==> config.mk <==
export PLATFORM = sky130hd
export DESIGN_NAME = wt_dcache_rd_arb
export DESIGN_NICKNAME = d
export VERILOG_FILES = /design/src/rtl/wt_cache_pkg.sv /design/src/rtl/wt_dcache_rr_pick.sv /design/src/rtl/wt_dcache_rd_arb.sv
export SDC_FILE = /design/constraint.sdc
export NUM_CORES = 1
export LEC_CHECK = 0
export ABC_AREA = 1
export BUFFER_PORTS_ARGS = -buffer_cell sky130_fd_sc_hd__buf_4
export CAP_MARGIN = 20
export CORE_UTILIZATION = 25
export DETAILED_ROUTE_END_ITERATION = 16
export SLEW_MARGIN = 40
export SYNTH_ARGS = -nofsm -noshare
export SYNTH_HDL_FRONTEND = slang
export SYNTH_SLANG_ARGS = --single-unit
==> constraint.sdc <==
create_clock -name clk_i -period 5.94 [get_ports clk_i]
set_input_delay 0.891 -clock clk_i [delete_from_list [all_inputs] [get_ports clk_i]]
set_output_delay 0.891 -clock clk_i [all_outputs]
set_load 0.03 [all_outputs]
==> src/rtl/wt_cache_pkg.sv <==
// Shared dcache geometry and read-arbiter types.
package wt_cache_pkg;

  localparam int unsigned DCACHE_TAG_WIDTH         = 20;
  localparam int unsigned DCACHE_CL_IDX_WIDTH      = 8;
  localparam int unsigned DCACHE_OFFSET_WIDTH      = 4;
  localparam int unsigned DCACHE_RD_ARB_MAX_STARVE = 255;

  typedef logic [7:0] rd_arb_cnt_t;

  // Saturating increment used by the starvation counter.
  function automatic rd_arb_cnt_t rd_arb_sat_inc(input rd_arb_cnt_t val, input rd_arb_cnt_t lim);
    return (val < lim) ? (val + 8'd1) : val;
  endfunction

endpackage

==> src/rtl/wt_dcache_rr_pick.sv <==
// Combinational masked round-robin picker: first requester at or after ptr_i, wrapping.
module wt_dcache_rr_pick #(
  parameter int unsigned NumPorts = 3,
  localparam int unsigned IdxW = (NumPorts > 1) ? $clog2(NumPorts) : 1
) (
  input  logic [NumPorts-1:0] req_i,
  input  logic [IdxW-1:0]     ptr_i,
  output logic [NumPorts-1:0] gnt_o,
  output logic [IdxW-1:0]     idx_o,
  output logic                vld_o
);

  logic [NumPorts-1:0] masked_s;
  logic [NumPorts-1:0] sel_s;
  logic                found_s;

  // Prefer requesters at/after the pointer; fall back to the unmasked vector to wrap.
  always_comb begin
    masked_s = '0;
    gnt_o    = '0;
    idx_o    = '0;
    found_s  = 1'b0;
    for (int unsigned i = 0; i < NumPorts; i++) begin
      masked_s[i] = req_i[i] && (i >= 32'(ptr_i));
    end
    sel_s = (|masked_s) ? masked_s : req_i;
    for (int unsigned i = 0; i < NumPorts; i++) begin
      gnt_o[i] = sel_s[i] & ~found_s;
      found_s  = found_s | sel_s[i];
      idx_o    = idx_o | (gnt_o[i] ? IdxW'(i) : '0);
    end
    vld_o = |req_i;
  end

endmodule

==> src/rtl/wt_dcache_rd_arb.sv <==
// Dcache read-port arbiter with priority classes, shared round-robin and starvation promotion.
// Optional performance outputs are enabled with WT_DCACHE_RD_ARB_PERF_EN.
module wt_dcache_rd_arb import wt_cache_pkg::*; #(
  parameter int unsigned NumPorts    = 3,
  parameter int unsigned StarveLimit = 16,
  localparam int unsigned IdxW = (NumPorts > 1) ? $clog2(NumPorts) : 1
) (
  input  logic                                         clk_i,
  input  logic                                         rst_ni,
  input  logic [NumPorts-1:0]                          rd_req_i,
  input  logic [NumPorts-1:0]                          rd_prio_i,
  input  logic [NumPorts-1:0]                          rd_tag_only_i,
  input  logic [NumPorts-1:0][DCACHE_TAG_WIDTH-1:0]    rd_tag_i,
  input  logic [NumPorts-1:0][DCACHE_CL_IDX_WIDTH-1:0] rd_idx_i,
  input  logic [NumPorts-1:0][DCACHE_OFFSET_WIDTH-1:0] rd_off_i,
  input  logic                                         wr_cl_vld_i,
  output logic [NumPorts-1:0]                          rd_ack_o,
  output logic                                         mem_req_o,
  output logic                                         mem_tag_only_o,
  output logic [DCACHE_TAG_WIDTH-1:0]                  mem_tag_o,
  output logic [DCACHE_CL_IDX_WIDTH-1:0]               mem_idx_o,
  output logic [DCACHE_OFFSET_WIDTH-1:0]               mem_off_o,
  output logic                                         rsp_vld_o,
  output logic [IdxW-1:0]                              rsp_port_o,
  output logic                                         rsp_tag_only_o,
  output logic                                         starve_o
`ifdef WT_DCACHE_RD_ARB_PERF_EN
  ,
  output logic                                         perf_conflict_o,
  output logic [31:0]                                  perf_starve_cnt_o
`endif
);

  localparam rd_arb_cnt_t Limit = (StarveLimit > DCACHE_RD_ARB_MAX_STARVE) ?
                                  rd_arb_cnt_t'(DCACHE_RD_ARB_MAX_STARVE) : rd_arb_cnt_t'(StarveLimit);

  logic [NumPorts-1:0] hi_req_s, lo_req_s, hi_gnt_s, lo_gnt_s, gnt_s;
  logic [IdxW-1:0]     hi_idx_s, lo_idx_s, win_idx_s, next_rr_s, rr_r;
  logic                hi_vld_s, lo_vld_s, use_lo_s, gnt_vld_s, arb_en_s, lo_won_s;
  rd_arb_cnt_t         cnt_r, cnt_d_s;
  logic                rsp_vld_r, rsp_tag_only_r;
  logic [IdxW-1:0]     rsp_port_r;

  assign hi_req_s = rd_req_i & rd_prio_i;
  assign lo_req_s = rd_req_i & ~rd_prio_i;

  wt_dcache_rr_pick #(.NumPorts(NumPorts)) i_pick_hi (
    .req_i (hi_req_s),
    .ptr_i (rr_r),
    .gnt_o (hi_gnt_s),
    .idx_o (hi_idx_s),
    .vld_o (hi_vld_s)
  );

  wt_dcache_rr_pick #(.NumPorts(NumPorts)) i_pick_lo (
    .req_i (lo_req_s),
    .ptr_i (rr_r),
    .gnt_o (lo_gnt_s),
    .idx_o (lo_idx_s),
    .vld_o (lo_vld_s)
  );

  assign starve_o = (cnt_r == Limit);

  // Class selection, grant gating, winner field mux and next counter/pointer values.
  always_comb begin
    arb_en_s  = rst_ni & ~wr_cl_vld_i;
    use_lo_s  = starve_o ? lo_vld_s : ~hi_vld_s;
    gnt_s     = arb_en_s ? (use_lo_s ? lo_gnt_s : hi_gnt_s) : '0;
    win_idx_s = use_lo_s ? lo_idx_s : hi_idx_s;
    gnt_vld_s = |gnt_s;
    next_rr_s = (32'(win_idx_s) == NumPorts - 1) ? '0 : (win_idx_s + IdxW'(1));
    lo_won_s  = |(gnt_s & ~rd_prio_i);
    cnt_d_s   = (!lo_vld_s || lo_won_s) ? 8'd0 : rd_arb_sat_inc(cnt_r, Limit);
    if (gnt_vld_s) begin
      mem_tag_only_o = rd_tag_only_i[win_idx_s];
      mem_tag_o      = rd_tag_i[win_idx_s];
      mem_idx_o      = rd_idx_i[win_idx_s];
      mem_off_o      = rd_off_i[win_idx_s];
    end else begin
      mem_tag_only_o = 1'b0;
      mem_tag_o      = '0;
      mem_idx_o      = '0;
      mem_off_o      = '0;
    end
  end

  assign rd_ack_o  = gnt_s;
  assign mem_req_o = gnt_vld_s;

  // Round-robin pointer, starvation counter and one-cycle response pipeline.
  always_ff @(posedge clk_i or negedge rst_ni) begin
    if (!rst_ni) begin
      rr_r           <= '0;
      cnt_r          <= 8'd0;
      rsp_vld_r      <= 1'b0;
      rsp_port_r     <= '0;
      rsp_tag_only_r <= 1'b0;
    end else begin
      cnt_r     <= cnt_d_s;
      rsp_vld_r <= gnt_vld_s;
      if (gnt_vld_s) begin
        rr_r           <= next_rr_s;
        rsp_port_r     <= win_idx_s;
        rsp_tag_only_r <= rd_tag_only_i[win_idx_s];
      end
    end
  end

  assign rsp_vld_o      = rsp_vld_r;
  assign rsp_port_o     = rsp_port_r;
  assign rsp_tag_only_o = rsp_tag_only_r;

`ifdef WT_DCACHE_RD_ARB_PERF_EN
  logic        starve_prev_r;
  logic [31:0] perf_starve_cnt_r;

  // Two or more pending requests, or a refill blocking any pending request.
  assign perf_conflict_o = ((rd_req_i & (rd_req_i - NumPorts'(1))) != '0) ||
                           (wr_cl_vld_i && (|rd_req_i));

  // Count rising edges of the promotion flag (wraps naturally).
  always_ff @(posedge clk_i or negedge rst_ni) begin
    if (!rst_ni) begin
      starve_prev_r     <= 1'b0;
      perf_starve_cnt_r <= 32'd0;
    end else begin
      starve_prev_r <= starve_o;
      if (starve_o && !starve_prev_r) begin
        perf_starve_cnt_r <= perf_starve_cnt_r + 32'd1;
      end
    end
  end

  assign perf_starve_cnt_o = perf_starve_cnt_r;
`endif

endmodule

==> reports/summary.txt, run 1 <==
Die H: 87.40 um
syn nets: 460
clock latency on the worst-skew pair: 250 ps
PwrDens: 214.5 mW/mm2
total power: 645.5 uW
first-pass GRT wire length: 10,700 um
CP Capture Type: output pin
Crit Path Class: in2out
largest net degree at the start of global routing: 37
vias per std cell: 4.423
FF-to-FF setup slack: 3180 ps
I/O pin count: 150
Die X: 87.40 um
share of post-route cells with drive strength above 1: 0.3422
Pre-Repair DR Iteration Count: 4
core area: 0.006907 mm2
final slew viol count: 0
# diodes: 0
gr ovfl total: 0
fmax: 0.2531 GHz
R2R cell count: 13
final instance area: 0.003009 mm2
Worst slew margin: 0.5114
gr busiest metal: met2
CP Max Fanout: 22
initial DRC count: 71
htree depth: 1
# setup viols final: 0
Residual DRC: 0
CTS tree: built
Max Buffers Root-to-Sink: 2
register area share after synthesis: 0.1922
final clock skew: 0.6722 ps
total negative slack: 0 ps
number of nets in the layout: 599
wirelength, routed: 7004 um
worst hold path type: in2async
top cell type's share of synthesized area: 0.4180
R2R Path Start: cnt_r[0]$_DFFE_PN0P_
die area: 0.007638 mm2
GPL Wtd Cong: 0.8401
startpoint class of the critical path: input port
GRT met3 Usage: 0.03697
number of hold buffers added after cts: 0
area grow syn2layout: 65.07%
Fillers: 762
GRT Total Usage: 0.1731
area leader, netlist: nand2_1
cts repair resizes: 0
RSZ-0062 raised after global routing: no
global-route met2 utilization: 0.3232
Core Util, Final: 0.4357
clk slew on worst S/H paths: 60 ps
via count: 2,583
met1 usage: 0.2098
total CTS buffers: 3
antenna viol nets, final: 0
Wirelength per Cell: 11.99 um
Final Hold Vio Count: 0
vias in the first global route: 2,339
Max IR drop VDD: 113.3 uV
Cells after Synth: 350
Min Clock Period, post-route: 3952 ps
area taken by multi-input logic gates: 0.001271 mm2
reg2reg end: cnt_r[0]$_DFFE_PN0P_
syn_area_per_cell: 5.209 um2
Reg area: 350.3 um2
IO Port Bufs: 149
leading post-synthesis cells by cell area: nand2_1 (42%), dfrtp_1 (19%), nand3_1 (9.6%), a21oi_1 (5.2%), inv_1 (4.5%)
Final Cycle Share: 0.6653
leading cell types in the layout, fill and taps excluded: nand2_1 (203), buf_4 (149), nand3_1 (35), inv_1 (22), a21oi_1 (19)
Worst Tran Pin Value: 731.2 ps
worst hold margin: 476.3 ps
commonest non-fill, non-tap cell in the layout: nand2_1
synth warn: 0
hpwl dp: 5520 um
critical path arrival: 3060 ps
Initial Utilization: 0.2639
Post-CTS Setup Inserts: 0
Critical Path Source: rd_req_i[2]
Syn Std Cell Area: 0.001823 mm2
status: completed
Root Buffer: clkbuf_8
Leak Pwr: 0.001845 uW
placed cell areas: 0.002954 mm2
initial antenna violation count: 0
number of synthesized register bits: 14
Max Cap Viol: 0
Req. time, crit path: 5050 ps
count of cell types in the netlist: 21
Sink Count: 14
# rows: 30
[worst max-delay path, stage by stage]
cell and delay, ps:
buf_4 120, nand2_1 110, inv_1 50, nand2_1 70, nand3_1 100, nand3_1 90, nand2_1 430, nand3_2 300
nand2_1 140, nor2_4 450, a21oi_1 100, buf_4 200
[per-stage QoR]
| step | std cells | setup WS [ps] |
|---|---|---|
| finish | 584 | 1988 |
| floorplan | 350 | 2594 |
| global route | 584 | 1728 |
| CTS | 584 | 2028 |
| detailed placement | 580 | 2028 |
| global placement | 580 | 2051 |
[area by class of cell]
cell class,instances,share of cell area
multi-input combinational,296,0.4225
timing repair buffer,149,0.3717
sequential,14,0.1164
tap,96,0.03992
inverter,25,0.03118
clock buffer,4,0.01830
[worst max path at each step]
stage / endpoint / cells past startpoint
finish: mem_tag_o[7] / 12
global route: mem_tag_o[11] / 13
CTS: mem_tag_o[7] / 12
detailed placement: mem_tag_o[7] / 12
global placement: mem_tag_only_o / 16
floorplan: mem_idx_o[2] / 14
[Yosys cell counts]
cell / count
nand3_1: 35
nor2_2: 1
nor2_1: 18
nor2_4: 2
nand4_1: 1
ha_1: 2
nand2_2: 4
nor3_1: 1
dfrtp_1: 14
buf_6: 2
a21oi_1: 19
inv_1: 22
nand2_1: 203
inv_2: 3
o21ai_0: 3
buf_2: 5
nand2_4: 2
nand3_2: 2
xor2_1: 2
nor4_1: 1
buf_4: 8
[state kept, by name, summed over array words and instances (netlist names)]
register,count
cnt_r,8
rr_r,2
rsp_port_o,2
rsp_tag_only_o,1
rsp_vld_o,1
[layer usage]
metal | wire length [um] | vias up
li1 | - | 1354
met1 | 2950 | 1132
met2 | 3472 | 94
met3 | 562 | 3
met4 | 18 | 0
met5 | 0 | -
[cells by family after synthesis]
| group | after synthesis | share of synthesized area |
|---|---|---|
| XOR/XNOR | 2 | 0.009611 |
| AND/OR/NAND/NOR | 270 | 0.6136 |
| buffers and inverters | 40 | 0.1105 |
| flip-flops | 14 | 0.1922 |
| AO/OA/AOI/OAI | 22 | 0.06040 |
| adder cells (fa/ha/maj) | 2 | 0.01372 |
[where the power goes]
group | internal [uW] | switching (uW)
registers | 117 | 14.5
logic | 157 | 263
clock network | 58.8 | 35.7
total | 332 | 313
Power figures use the tool's default switching activity.
==> inputs of run 2 (changes only) <==
--- a/config.mk
+++ b/config.mk
@@ -5,7 +5,7 @@
 export SDC_FILE = /design/constraint.sdc
 export NUM_CORES = 1
 export LEC_CHECK = 0
-export ABC_AREA = 1
+export ABC_AREA = 0
 export BUFFER_PORTS_ARGS = -buffer_cell sky130_fd_sc_hd__buf_4
 export CAP_MARGIN = 20
 export CORE_UTILIZATION = 25
==> constraint.sdc (replaced) <==
create_clock -name clk_i -period 3.7 [get_ports clk_i]
set_input_delay 0.555 -clock clk_i [delete_from_list [all_inputs] [get_ports clk_i]]
set_output_delay 0.555 -clock clk_i [all_outputs]
set_load 0.03 [all_outputs]
==> reports/summary.txt, run 2 <==
R2R cell count: 6 (was 13)
count of cell types in the netlist: 45 (was 21)
RSZ-0062 raised after global routing: no (unchanged)
Req. time, crit path: 3140 ps (was 5050 ps)
Wirelength per Cell: 13.16 um (was 11.99 um)
async set-reset flop share out of synthesis: 1.000 (unchanged)
Final Hold Vio Count: 0 (unchanged)
number of synthesized register bits: 14 (unchanged)
CP Capture Type: output pin (unchanged)
Sink Count: 14 (unchanged)
Max Buffers Root-to-Sink: 2 (unchanged)
vias per std cell: 4.815 (was 4.423)
wirelength, routed: 5686 um (was 7004 um)
hpwl dp: 4439 um (was 5520 um)
Synth top cells by count: nand2_1 (39), mux2i_1 (34), o21ai_1 (31), nor2_1 (19), dfrtp_1 (14) (was nand2_1 (203), nand3_1 (35), inv_1 (22), a21oi_1 (19), nor2_1 (18))
cts repair resizes: 0 (unchanged)
max reg flops: 8 (unchanged)
final instance area: 0.002825 mm2 (was 0.003009 mm2)
worst hold margin: 158.6 ps (was 476.3 ps)
clock latency on the worst-skew pair: 240 ps (was 250 ps)
area leader, netlist: dfrtp_1 (was nand2_1)
initial DRC count: 95 (was 71)
Synth Flop Type: dfrtp_1 (unchanged)
CP Max Fanout: 34 (was 22)
top cell type's share of synthesized area: 0.2110 (was 0.4180)
placed cell areas: 0.002770 mm2 (was 0.002954 mm2)
status: completed (unchanged)
Pre-Repair DR Iteration Count: 5 (was 4)
# diodes: 0 (unchanged)
startpoint class of the critical path: flop (was input port)
leading cell types in the layout, fill and taps excluded: buf_4 (149), nand2_1 (39), mux2i_1 (34), o21ai_1 (31), nor2_1 (19) (was nand2_1 (203), buf_4 (149), nand3_1 (35), inv_1 (22), a21oi_1 (19))
register area share after synthesis: 0.2110 (was 0.1922)
initial antenna violation count: 0 (unchanged)
fmax: 0.3003 GHz
GPL Wtd Cong: 0.8874 (was 0.8401)
final clock skew: 2.301 ps (was 0.6722 ps)
GRT Total Usage: 0.1598 (was 0.1731)
leading post-synthesis cells by cell area: dfrtp_1 (21%), mux2i_1 (20%), o21ai_1 (9.3%), nand2_1 (8.8%), buf_12 (4.8%) (was nand2_1 (42%), dfrtp_1 (19%), nand3_1 (9.6%), a21oi_1 (5.2%), inv_1 (4.5%))
gr ovfl total: 0 (unchanged)
Worst Tran Pin Value: 606.5 ps (was 731.2 ps)
Root Buffer: clkbuf_8 (unchanged)
Leak Pwr: 0.001540 uW (was 0.001845 uW)
FF-to-FF setup slack: 1210 ps (was 3180 ps)
reg2reg end: rsp_tag_only_o$_DFFE_PN0P_ (was cnt_r[0]$_DFFE_PN0P_)
Worst slew margin: 0.5957 (was 0.5114)
I/O pin count: 150 (unchanged)
Fillers: 659 (was 762)
IO Port Bufs: 149 (unchanged)
Max Cap Viol: 0 (unchanged)
# rows: 29 (was 30)
number of hold buffers added after cts: 0 (unchanged)
Initial Utilization: 0.2600 (was 0.2639)
PwrDens: 277.1 mW/mm2 (was 214.5 mW/mm2)
fin cells: 432 (was 584)
final slew viol count: 0 (unchanged)
Cells after Synth: 212 (was 350)
Post-CTS Setup Inserts: 0 (unchanged)
number of nets in the layout: 466 (was 599)
via count: 2,080 (was 2,583)
htree depth: 1 (unchanged)
Die X: 83.50 um (was 87.40 um)
antenna viol nets, final: 0 (unchanged)
area grow syn2layout: 70.16% (was 65.07%)
largest net degree at the start of global routing: 36 (was 37)
Syn Std Cell Area: 0.001660 mm2 (was 0.001823 mm2)
total CTS buffers: 3 (unchanged)
Die H: 83.50 um (was 87.40 um)
Placed Cells incl. Taps: 428 (was 580)
first-pass GRT wire length: 9453 um (was 10,700 um)
Crit Path Class: reg2out (was in2out)
syn nets: 322 (was 460)
commonest non-fill, non-tap cell in the layout: buf_4 (was nand2_1)
share of post-route cells with drive strength above 1: 0.4592 (was 0.3422)
Residual DRC: 0 (unchanged)
syn_area_per_cell: 7.832 um2 (was 5.209 um2)
Max IR drop VDD: 217.9 uV (was 113.3 uV)
Min Clock Period, post-route: 3330 ps
worst hold path type: in2async (unchanged)
clk slew on worst S/H paths: 60 ps (about the same)
Final Cycle Share: 0.9000
count leader, synth: nand2_1 (unchanged)
# setup viols final: 0 (unchanged)
CTS tree: built (unchanged)
critical path arrival: 2770 ps (was 3060 ps)
die area: 0.006971 mm2 (was 0.007638 mm2)
synth warn: 0 (unchanged)
core area: 0.006386 mm2 (was 0.006907 mm2)
Reg with most FFs: cnt_r (unchanged)
number of synthesized flops with an enable pin: 0 (unchanged)
R2R Path Start: cnt_r[5]$_DFFE_PN0P_ (was cnt_r[0]$_DFFE_PN0P_)
total negative slack: 0 ps (unchanged)
vias in the first global route: 2,036 (was 2,339)
run 2: cell count changes in the layout (fill, tap and decap cells not counted), moves of 5 or more:
| cell | delta |
|---|---|
| nand3_1 | -33 |
| mux2i_1 | +34 |
| o21ai_1 | +31 |
| nor2b_1 | +5 |
| a21oi_1 | -17 |
| nand2b_1 | +6 |
| inv_1 | -13 |
| nand2_1 | -164 |
run 2: cell type report:
type                    instances  area [um2]  share of cell area
multi-input cells             178        1151              0.4074
repair buffers                150        1139              0.4030
flip-flops and latches         14       350.3              0.1240
well taps                      77       96.34             0.03410
clock buffers                   4       55.05             0.01949
inverters                       9       33.78             0.01196
run 2: critical path, stage by stage, from the launching register on:
cell and delay, ps:
dfrtp_1 390, or3_4 420, a311o_1 390, nand2_2 110
mux2_4 550, mux2i_1 360, o21ai_1 90, buf_4 190
run 2: worst max-delay path by stage:
stage	startpoint	end	depth (start not counted)
floorplan	cnt_r[5]$_DFFE_PN0P_	mem_idx_o[0]	7
global placement	rd_prio_i[1]	mem_tag_only_o	8
detailed placement	rd_prio_i[1]	mem_tag_only_o	8
CTS	cnt_r[5]$_DFFE_PN0P_	mem_tag_only_o	7
global route	cnt_r[0]$_DFFE_PN0P_	mem_tag_only_o	9
finish	cnt_r[5]$_DFFE_PN0P_	mem_tag_only_o	7
run 2: through the flow:
step / setup slack, ps / total power [uW] / util
after floorplan: 557.5 / 478.8 / -
after global placement: 548.6 / 639.8 / 0.4338
after detailed placement: 473.0 / 643.9 / 0.4338
after CTS: 350.6 / 793.6 / 0.4424
after global routing: 181.8 / 835.1 / 0.4424
final: 370.1 / 782.9 / 0.4424
run 2: cells by family (layout without fill, tap and decap cells):
family,count (synthesis),after routing,share of synthesized area
multiplexers,35,35,0.2140
adder cells (fa/ha/maj),2,2,0.01507
flip-flops,14,14,0.2110
AND/OR/NAND/NOR,83,83,0.2306
buffers and inverters,20,163,0.1002
XOR/XNOR,3,3,0.01583
AO/OA/AOI/OAI,55,55,0.2133
run 2: report_power, final:
part           total (uW)  internal, uW  leakage (uW)  switching (uW)
clock network         144          94.0     0.0000288            50.1
registers             205           179      0.000183            25.6
logic                 434           207       0.00133             227
total                 783           480       0.00154             303
run 2: layer usage:
metal | vias up | GRT usage | share of wire
met5 | - | 0 | 0
met2 | 93 | 0.2861 | 0.49
met3 | 10 | 0.01978 | 0.070
met4 | 0 | 0.03852 | 0.018
li1 | 1037 | - | -
met1 | 940 | 0.2037 | 0.42
